<file path="src/rtl/mult_pkg.sv">
// Shared types and elaboration helpers for the iterative sequential multiplier.
package mult_pkg;

    typedef enum logic [1:0] {
        IDLE = 2'd0,
        RUN  = 2'd1,
        DONE = 2'd2
    } mult_state_t;

    // Iteration counter width: enough bits to hold 0 .. WIDTH/BPC-1, never zero bits wide.
    function automatic int cnt_w(input int width, input int bpc);
        int n;
        n = width / bpc;
        return (n < 2) ? 1 : $clog2(n);
    endfunction

    function automatic bit params_ok(input int width, input int bpc);
        return (width >= 2) && ((bpc == 1) || (bpc == 2) || (bpc == 4)) && ((width % bpc) == 0);
    endfunction

endpackage

</file>
<file path="src/rtl/mult_pp_step.sv">
// One radix-2^BPC partial-product step: acc + ((mcand * digit) << (BPC * idx)).
module mult_pp_step
    import mult_pkg::*;
#(
    parameter int WIDTH = 8,
    parameter int BPC   = 1,
    parameter int CNT_W = 3
) (
    input  logic [WIDTH-1:0]   i_mcand,
    input  logic [BPC-1:0]     i_digit,
    input  logic [CNT_W-1:0]   i_idx,
    input  logic [2*WIDTH-1:0] i_acc,
    output logic [2*WIDTH-1:0] o_acc
);

    logic [2*WIDTH-1:0] w_pp;
    logic [2*WIDTH-1:0] w_pp_shifted;
    logic [31:0]        w_shamt;

    // The product is formed at full result width so the top digit never loses carries.
    assign w_pp         = (2*WIDTH)'(i_mcand) * (2*WIDTH)'(i_digit);
    assign w_shamt      = 32'(i_idx) * 32'(BPC);
    assign w_pp_shifted = w_pp << w_shamt;
    assign o_acc        = i_acc + w_pp_shifted;

endmodule

</file>
<file path="src/rtl/mult_seq_iter.sv">
// Iterative WIDTH x WIDTH -> 2*WIDTH multiplier, BPC multiplier bits per cycle, with
// valid/ready handshakes and per-operation signed/unsigned mode (sign-magnitude internally).
module mult_seq_iter
    import mult_pkg::*;
#(
    parameter int WIDTH = 8,
    parameter int BPC   = 1
) (
    input  logic               clk,
    input  logic               rst,
    input  logic               in_valid,
    output logic               in_ready,
    input  logic [WIDTH-1:0]   A,
    input  logic [WIDTH-1:0]   B,
    input  logic               is_signed,
    output logic               out_valid,
    input  logic               out_ready,
    output logic [2*WIDTH-1:0] P,
    output logic               busy
);

    localparam int  N         = WIDTH / BPC;
    localparam int  CNT_W     = cnt_w(WIDTH, BPC);
    localparam bit  PARAMS_OK = params_ok(WIDTH, BPC);

    generate
        if (!PARAMS_OK) begin : g_param_check
            $error("mult_seq_iter: BPC must be 1, 2 or 4 and divide WIDTH (WIDTH >= 2)");
        end
    endgenerate

    mult_state_t        r_state;
    mult_state_t        w_next_state;

    logic [WIDTH-1:0]   r_mcand;
    logic [WIDTH-1:0]   r_mplier;
    logic               r_neg;
    logic [2*WIDTH-1:0] r_acc;
    logic [CNT_W-1:0]   r_cnt;
    logic [2*WIDTH-1:0] r_p;
    logic               r_out_valid;

    logic               w_accept;
    logic               w_release;
    logic               w_last;
    logic [WIDTH-1:0]   w_a_mag;
    logic [WIDTH-1:0]   w_b_mag;
    logic               w_neg;
    logic [2*WIDTH-1:0] w_acc_next;
    logic [2*WIDTH-1:0] w_result;

    assign in_ready  = (r_state == IDLE);
    assign busy      = (r_state != IDLE);
    assign out_valid = r_out_valid;
    assign P         = r_p;

    assign w_accept  = in_valid && (r_state == IDLE);
    assign w_release = r_out_valid && out_ready;
    assign w_last    = (r_state == RUN) && (r_cnt == CNT_W'(N - 1));

    // Magnitudes as unsigned WIDTH bits: -2^(WIDTH-1) maps to 2^(WIDTH-1) without overflow.
    assign w_a_mag  = (is_signed && A[WIDTH-1]) ? (-A) : A;
    assign w_b_mag  = (is_signed && B[WIDTH-1]) ? (-B) : B;
    assign w_neg    = is_signed && (A[WIDTH-1] ^ B[WIDTH-1]);
    assign w_result = r_neg ? (-w_acc_next) : w_acc_next;

    mult_pp_step #(
        .WIDTH (WIDTH),
        .BPC   (BPC),
        .CNT_W (CNT_W)
    ) u_pp_step (
        .i_mcand (r_mcand),
        .i_digit (r_mplier[BPC-1:0]),
        .i_idx   (r_cnt),
        .i_acc   (r_acc),
        .o_acc   (w_acc_next)
    );

    always_ff @(posedge clk or posedge rst) begin
        if (rst) begin
            r_state <= IDLE;
        end else begin
            r_state <= w_next_state;
        end
    end

    always_comb begin
        w_next_state = r_state;
        case (r_state)
            IDLE: if (w_accept)  w_next_state = RUN;
            RUN:  if (w_last)    w_next_state = DONE;
            DONE: if (w_release) w_next_state = IDLE;
            default:             w_next_state = IDLE;
        endcase
    end

    // Operand and accumulator registers: loaded on accept, stepped once per RUN cycle.
    always_ff @(posedge clk or posedge rst) begin
        if (rst) begin
            r_mcand  <= '0;
            r_mplier <= '0;
            r_neg    <= 1'b0;
            r_acc    <= '0;
            r_cnt    <= '0;
        end else if (w_accept) begin
            r_mcand  <= w_a_mag;
            r_mplier <= w_b_mag;
            r_neg    <= w_neg;
            r_acc    <= '0;
            r_cnt    <= '0;
        end else if (r_state == RUN) begin
            r_acc    <= w_acc_next;
            r_mplier <= r_mplier >> BPC;
            r_cnt    <= r_cnt + CNT_W'(1);
        end
    end

    // P only ever changes on the final iteration, so a partial product is never visible.
    always_ff @(posedge clk or posedge rst) begin
        if (rst) begin
            r_p         <= '0;
            r_out_valid <= 1'b0;
        end else if (w_last) begin
            r_p         <= w_result;
            r_out_valid <= 1'b1;
        end else if (w_release) begin
            r_out_valid <= 1'b0;
        end
    end

endmodule
</file>
<file path="config.mk">
export PLATFORM = sky130hd
export DESIGN_NAME = mult_seq_iter
export DESIGN_NICKNAME = d
export VERILOG_FILES = /design/src/rtl/mult_pkg.sv /design/src/rtl/mult_pp_step.sv /design/src/rtl/mult_seq_iter.sv
export SDC_FILE = /design/constraint.sdc
export NUM_CORES = 1
export LEC_CHECK = 0
export CORE_UTILIZATION = 60
export CTS_BUF_LIST = sky130_fd_sc_hd__clkbuf_4 sky130_fd_sc_hd__clkbuf_8 sky130_fd_sc_hd__clkbuf_16
export DETAILED_ROUTE_END_ITERATION = 7
export DONT_BUFFER_PORTS = 1
export GPL_ROUTABILITY_DRIVEN = 0
export GPL_TIMING_DRIVEN = 0
export PLACE_DENSITY = 0.84
export SETUP_SLACK_MARGIN = 0.1
export SYNTH_ARGS = -nofsm -noshare
export SYNTH_HDL_FRONTEND = slang
export SYNTH_SLANG_ARGS = --single-unit
</file>
<file path="constraint.sdc">
create_clock -name clk -period 11.5 [get_ports clk]
set_input_delay 3.45 -clock clk [delete_from_list [all_inputs] [get_ports clk]]
set_output_delay 3.45 -clock clk [all_outputs]
set_load 0.005 [all_outputs]
</file>
Word level (Yosys, flattened, before mapping)
Cells that the tools add are included.

operators by class
  $add $sub $neg = 5
  multipliers = 1
  equality and inequality tests = 6
  shift operators = 1
  mux-type cells = 15
  bitwise operators = 1
  reduce and logical (&&, ||, !) cells = 11

operators with widths
  operator                                                         count
  16-bit two-way mux                                               3
  8-bit two-way mux                                                4
  16-bit adder                                                     1
  16-bit negation                                                  1
  8-bit negation                                                   2
  9-bit by 3-bit << shifter with 16-bit output                     1
  8-bit by 1-bit multiplier with 9-bit output                      1
  1-bit logical AND                                                6
  2-bit two-way mux                                                3
  3-bit two-way mux                                                2
  2-bit case mux with 3 select lines                               1
  2-bit nonzero test                                               3
  2-bit != test, second input constant                             2
  3-bit by 1-bit adder with 3-bit output, second input constant    1
  3-bit == test, second input constant                             1
  3-bit AND reduction                                              1
  2-bit by 1-bit == test with 1-bit output, second input constant  1
  2-bit == test, second input constant                             1
  2-bit zero test                                                  1
  1-bit two-way mux                                                2
  2-bit by 1-bit != test with 1-bit output, second input constant  1
  1-bit XOR                                                        1

storage, ports and cells
  bits in registers = 55
  output and inout port bits = 19

Logic depth before layout (Yosys ltp)
  word-level depth = 5
  depth in mapped cells = 17
  mapped depth without buffers = 16

Cells and area by module
A second synthesis with hierarchy kept.

unflattened totals
  cells, all modules = 429
  area, all modules = 3783.6 um^2

modules (own cells, without submodules)
  module         times used  cells each  area each (um^2)  sequential area each (um^2)
  mult_seq_iter  1           267         2652.5            1376.3
  mult_pp_step   1           162         1131.1            0.0

Least setup slack after synthesis
No wires, ideal clock.

  path kind = in2reg
  from = input A[0]
  to = register r_mcand[7]
  setup time = 83 ps
  data arrival time = 4509 ps
  data required time = 11417 ps
  slack = 6908 ps
  stages = 5
  cells stage by stage = or3_1 or3_1 o31ai_1 nand2_1 o21ai_0

between the ends
  word-level cells in the longest chain between the ends = 2

ends and longest elaborated chain
  element               line                  source
  start, declared       mult_seq_iter.sv:13   input logic [WIDTH-1:0] A,
  8-bit negation        mult_seq_iter.sv:62   assign w_a_mag = (is_signed && A[WIDTH-1]) ? (-A) : A;
  8-bit two-way mux     mult_seq_iter.sv:62
  end signal, assigned  mult_seq_iter.sv:106  r_mcand <= w_a_mag;
  end, declared         mult_seq_iter.sv:35   logic [WIDTH-1:0] r_mcand;

Every way passes these cells.
A chain may end at the register's enable or synchronous reset.

Worst setup path in the final report
  from = register r_cnt[0]
  to = register r_p[15] (netlist: P[15])

between the ends
  word-level cells in the longest chain between the ends = 4
  elaborated cells between the ends (all ways) = 6
  those cells by class = 2 x add/sub; 1 x eq/ne; 1 x shift; 1 x mux; 1 x reduce/logical

ends and longest elaborated chain
  element                                       line                  source
  start, declared                               mult_seq_iter.sv:39   logic [CNT_W-1:0] r_cnt;
  start signal, assigned                        mult_seq_iter.sv:114  r_cnt <= r_cnt + CNT_W'(1);
  9-bit by 3-bit << shifter with 16-bit output  mult_pp_step.sv:23    assign w_pp_shifted = w_pp << w_shamt;
  16-bit adder                                  mult_pp_step.sv:24    assign o_acc = i_acc + w_pp_shifted;
  16-bit negation                               mult_seq_iter.sv:65   assign w_result = r_neg ? (-w_acc_next) : w_acc_next;
  16-bit two-way mux                            mult_seq_iter.sv:65
  end signal, assigned                          mult_seq_iter.sv:124  r_p <= w_result;
  end, declared                                 mult_seq_iter.sv:40   logic [2*WIDTH-1:0] r_p;

Parallel ways exist; a longest one is shown, timed or not.

==> metrics.txt <==
status completed; CP startpoint kind flip-flop; reg2reg path depth 15; flop-to-flop setup slack roughly 6.8 ns; dpl ws 6.84 ns; Initial Util 0.629; top_reg_cell synth dfrtp_1; wire length per cell ~16 microns; worst r2r dst P[15]; Hold Path Cell Cnt 2; Yosys Warn Count 0; final critical-path required period 4.66 ns; Final setup viols 0; CTS Buf Count 5; Worst Setup SP r_cnt[0]; fin area 3990 sq um; HPWL after detailed placement 6.76 mm; 1st-iter DRT viols 164; placed cell area ~3900 sq um; first-pass GRT wire length 14.3 mm; ant diodes 0; DRT Pass-1 Iters 5; number of global-route vias before repair 3229; DIE AREA 6600 sq um; Layout area overhead 5.74%; WL final around 8.6 mm; f_max about 0.21 GHz; final hold viol count 0; final setup margin 6.84 ns; post-CTS sizing 0; Critical Path Sink Type flip-flop; worst hold slack just over 0.5 ns; nets 501; number of synthesized register bits 55; Root Buffer clkbuf_8; commonest cells after routing, fill and taps aside nand2_1 (86), dfrtp_1 (55), o21ai_0 (45); number of remaining DRC errors 0; Cell Rows 28; Final Skew just under 0.01 ns; maximum VDD drop 0.184 mV; Seq/Total Area, Yosys 0.365; crit-path max cell delay 0.55 ns; total number of vias 3319; RSZ-0062 raised after global routing false; CTS sink count 55; HP Class flip-flop to flip-flop; largest net degree at the start of global routing 31; worst skew pair latency 0.33 ns; Max clock buf depth 2; max_cap viols 0; DIE WIDTH 81.3 microns; Lkg Pwr 1.85 nW; final clock period utilization by the worst path 0.405; Least-Margin Pin Slew around 0.82 ns; I/O pins 40; setup TNS 0 ns; syn_area_per_cell roughly 8.4 sq um; DRT antenna net count 0; Post-Syn Area approximately 3800 sq um; Worst Path Max Fanout 10; CP Class flip-flop to flip-flop; die height 81.3 microns; cells after synthesis 450; H-Tree Depth 2; Required @ worst endpoint 11.72 ns; clock-pin slew on the worst setup and hold paths 0.11 ns; CP max-delay cell or4_4; Post-synth EDFFs 0; vias per cell 6.22; worst-path cell chain clkbuf_1 > clkbuf_1 > mux2i_1 > mux2_2 > o22ai_1 > ha_1 > and3_1 > a22o_1 > o41a_1 > xnor2_1 > nand4b_1 > or4_4 > o31ai_2 > xnor2_1 > o21ai_1; core area around 6000 sq um; global-route usage over all layers 0.282; layout cells sized above 1 0.0501; initial antenna violation count 0; postcts setup bufs 0; commonest non-fill, non-tap cell in the layout nand2_1; # port buffers 0; hold buffer count at cts 0; Critical R2R Launch r_cnt[0]; Slew Limit Fails 0; last element of the critical path P[15]; arrival time worst endpoint 4.88 ns; grt ovf 0; Net Count, Synth 493; unique cell type count in the Yosys netlist 48; power per cell area 312 nW/um^2; FFs w/ async S/R, synth 1.00; CTS tree done; relative slew slack 0.455
## cell usage after synthesis, drive strengths merged (12+ instances only)
master,number,area [sq um]
a21oi,19,95.1
clkbuf,21,78.8
dfrtp,55,1380
ha,21,263
inv,12,45.0
nand2,86,323
nand3,28,140
nor2,24,90.1
o21ai,46,230
xnor2,22,193
xor2,17,149
## metrics by stage
step / power [W] / util / instances
floorplan: 0.000934 / - / 450
detailed placement: 0.00111 / 0.648 / 526
global placement: 0.00108 / 0.645 / 525
CTS: 0.00124 / 0.665 / 534
global route: 0.00134 / 0.665 / 534
finish: 0.00124 / 0.665 / 534
## layout make-up
class / count / area, sq um
multi-input combinational: 359 / 2260
fill: 477 / 2010
sequential: 55 / 1380
tap: 75 / 93.8
buffer: 24 / 91.3
clock buffer: 5 / 68.8
inverter: 12 / 45.0
clock inverter: 3 / 33.8
timing repair buffer: 1 / 20.0
## registers in the layout, indices dropped and copies added (netlist names)
signal	cells
r_cnt	3
r_neg	1
P	16
r_mplier	8
out_valid	1
r_mcand	8
r_state	2
r_acc	16
## worst max-delay path: cells and delay by family, from the launching register on
| kind | cells | cell delay (ns) |
|---|---|---|
| AO/OA/AOI/OAI | 5 | 1.00 |
| XOR/XNOR | 2 | 0.53 |
| adder cells (fa/ha/maj) | 1 | 0.33 |
| buffers and inverters | 2 | 0.64 |
| flip-flops | 1 | 0.36 |
| multiplexers | 2 | 0.66 |
| AND/OR/NAND/NOR | 3 | 1.02 |
## routing by layer
| layer | global-route usage | share of wire | up-vias |
|---|---|---|---|
| met2 | 0.491 | 0.50 | 105 |
| met1 | 0.333 | 0.43 | 1579 |
| met3 | 0.0506 | 0.044 | 25 |
| met5 | 0 | 0 | - |
| met4 | 0.136 | 0.029 | 0 |
| li1 | - | - | 1610 |
## worst min-delay path by stage
stage                     start          end  slack [ns]
finish                    P[13]        P[13]        0.51
global route              P[13]        P[13]        0.55
CTS                       P[13]        P[13]        0.52
detailed placement  r_mplier[7]  r_mplier[7]        0.49
global placement          P[13]        P[13]        0.49
floorplan            r_mcand[3]   r_mcand[3]        0.46
## cells by family after synthesis
family,synth area share
AND/OR/NAND/NOR,0.203
XOR/XNOR,0.0906
buffers and inverters,0.0362
multiplexers,0.0302
adder cells (fa/ha/maj),0.0750
AO/OA/AOI/OAI,0.200
flip-flops,0.365
## power by group
| group | total (W) | switching [W] | leakage (nW) | internal (W) |
|---|---|---|---|---|
| Combinational | 0.000778 | 0.000485 | 1.09 | 0.000293 |
| Clock | 0.000119 | 0.0000724 | 0.0519 | 0.0000464 |
| Sequential | 0.000346 | 0.0000648 | 0.701 | 0.000281 |
| Total | 0.00124 | 0.000622 | 1.85 | 0.000620 |
Power figures use the tool's default switching activity.
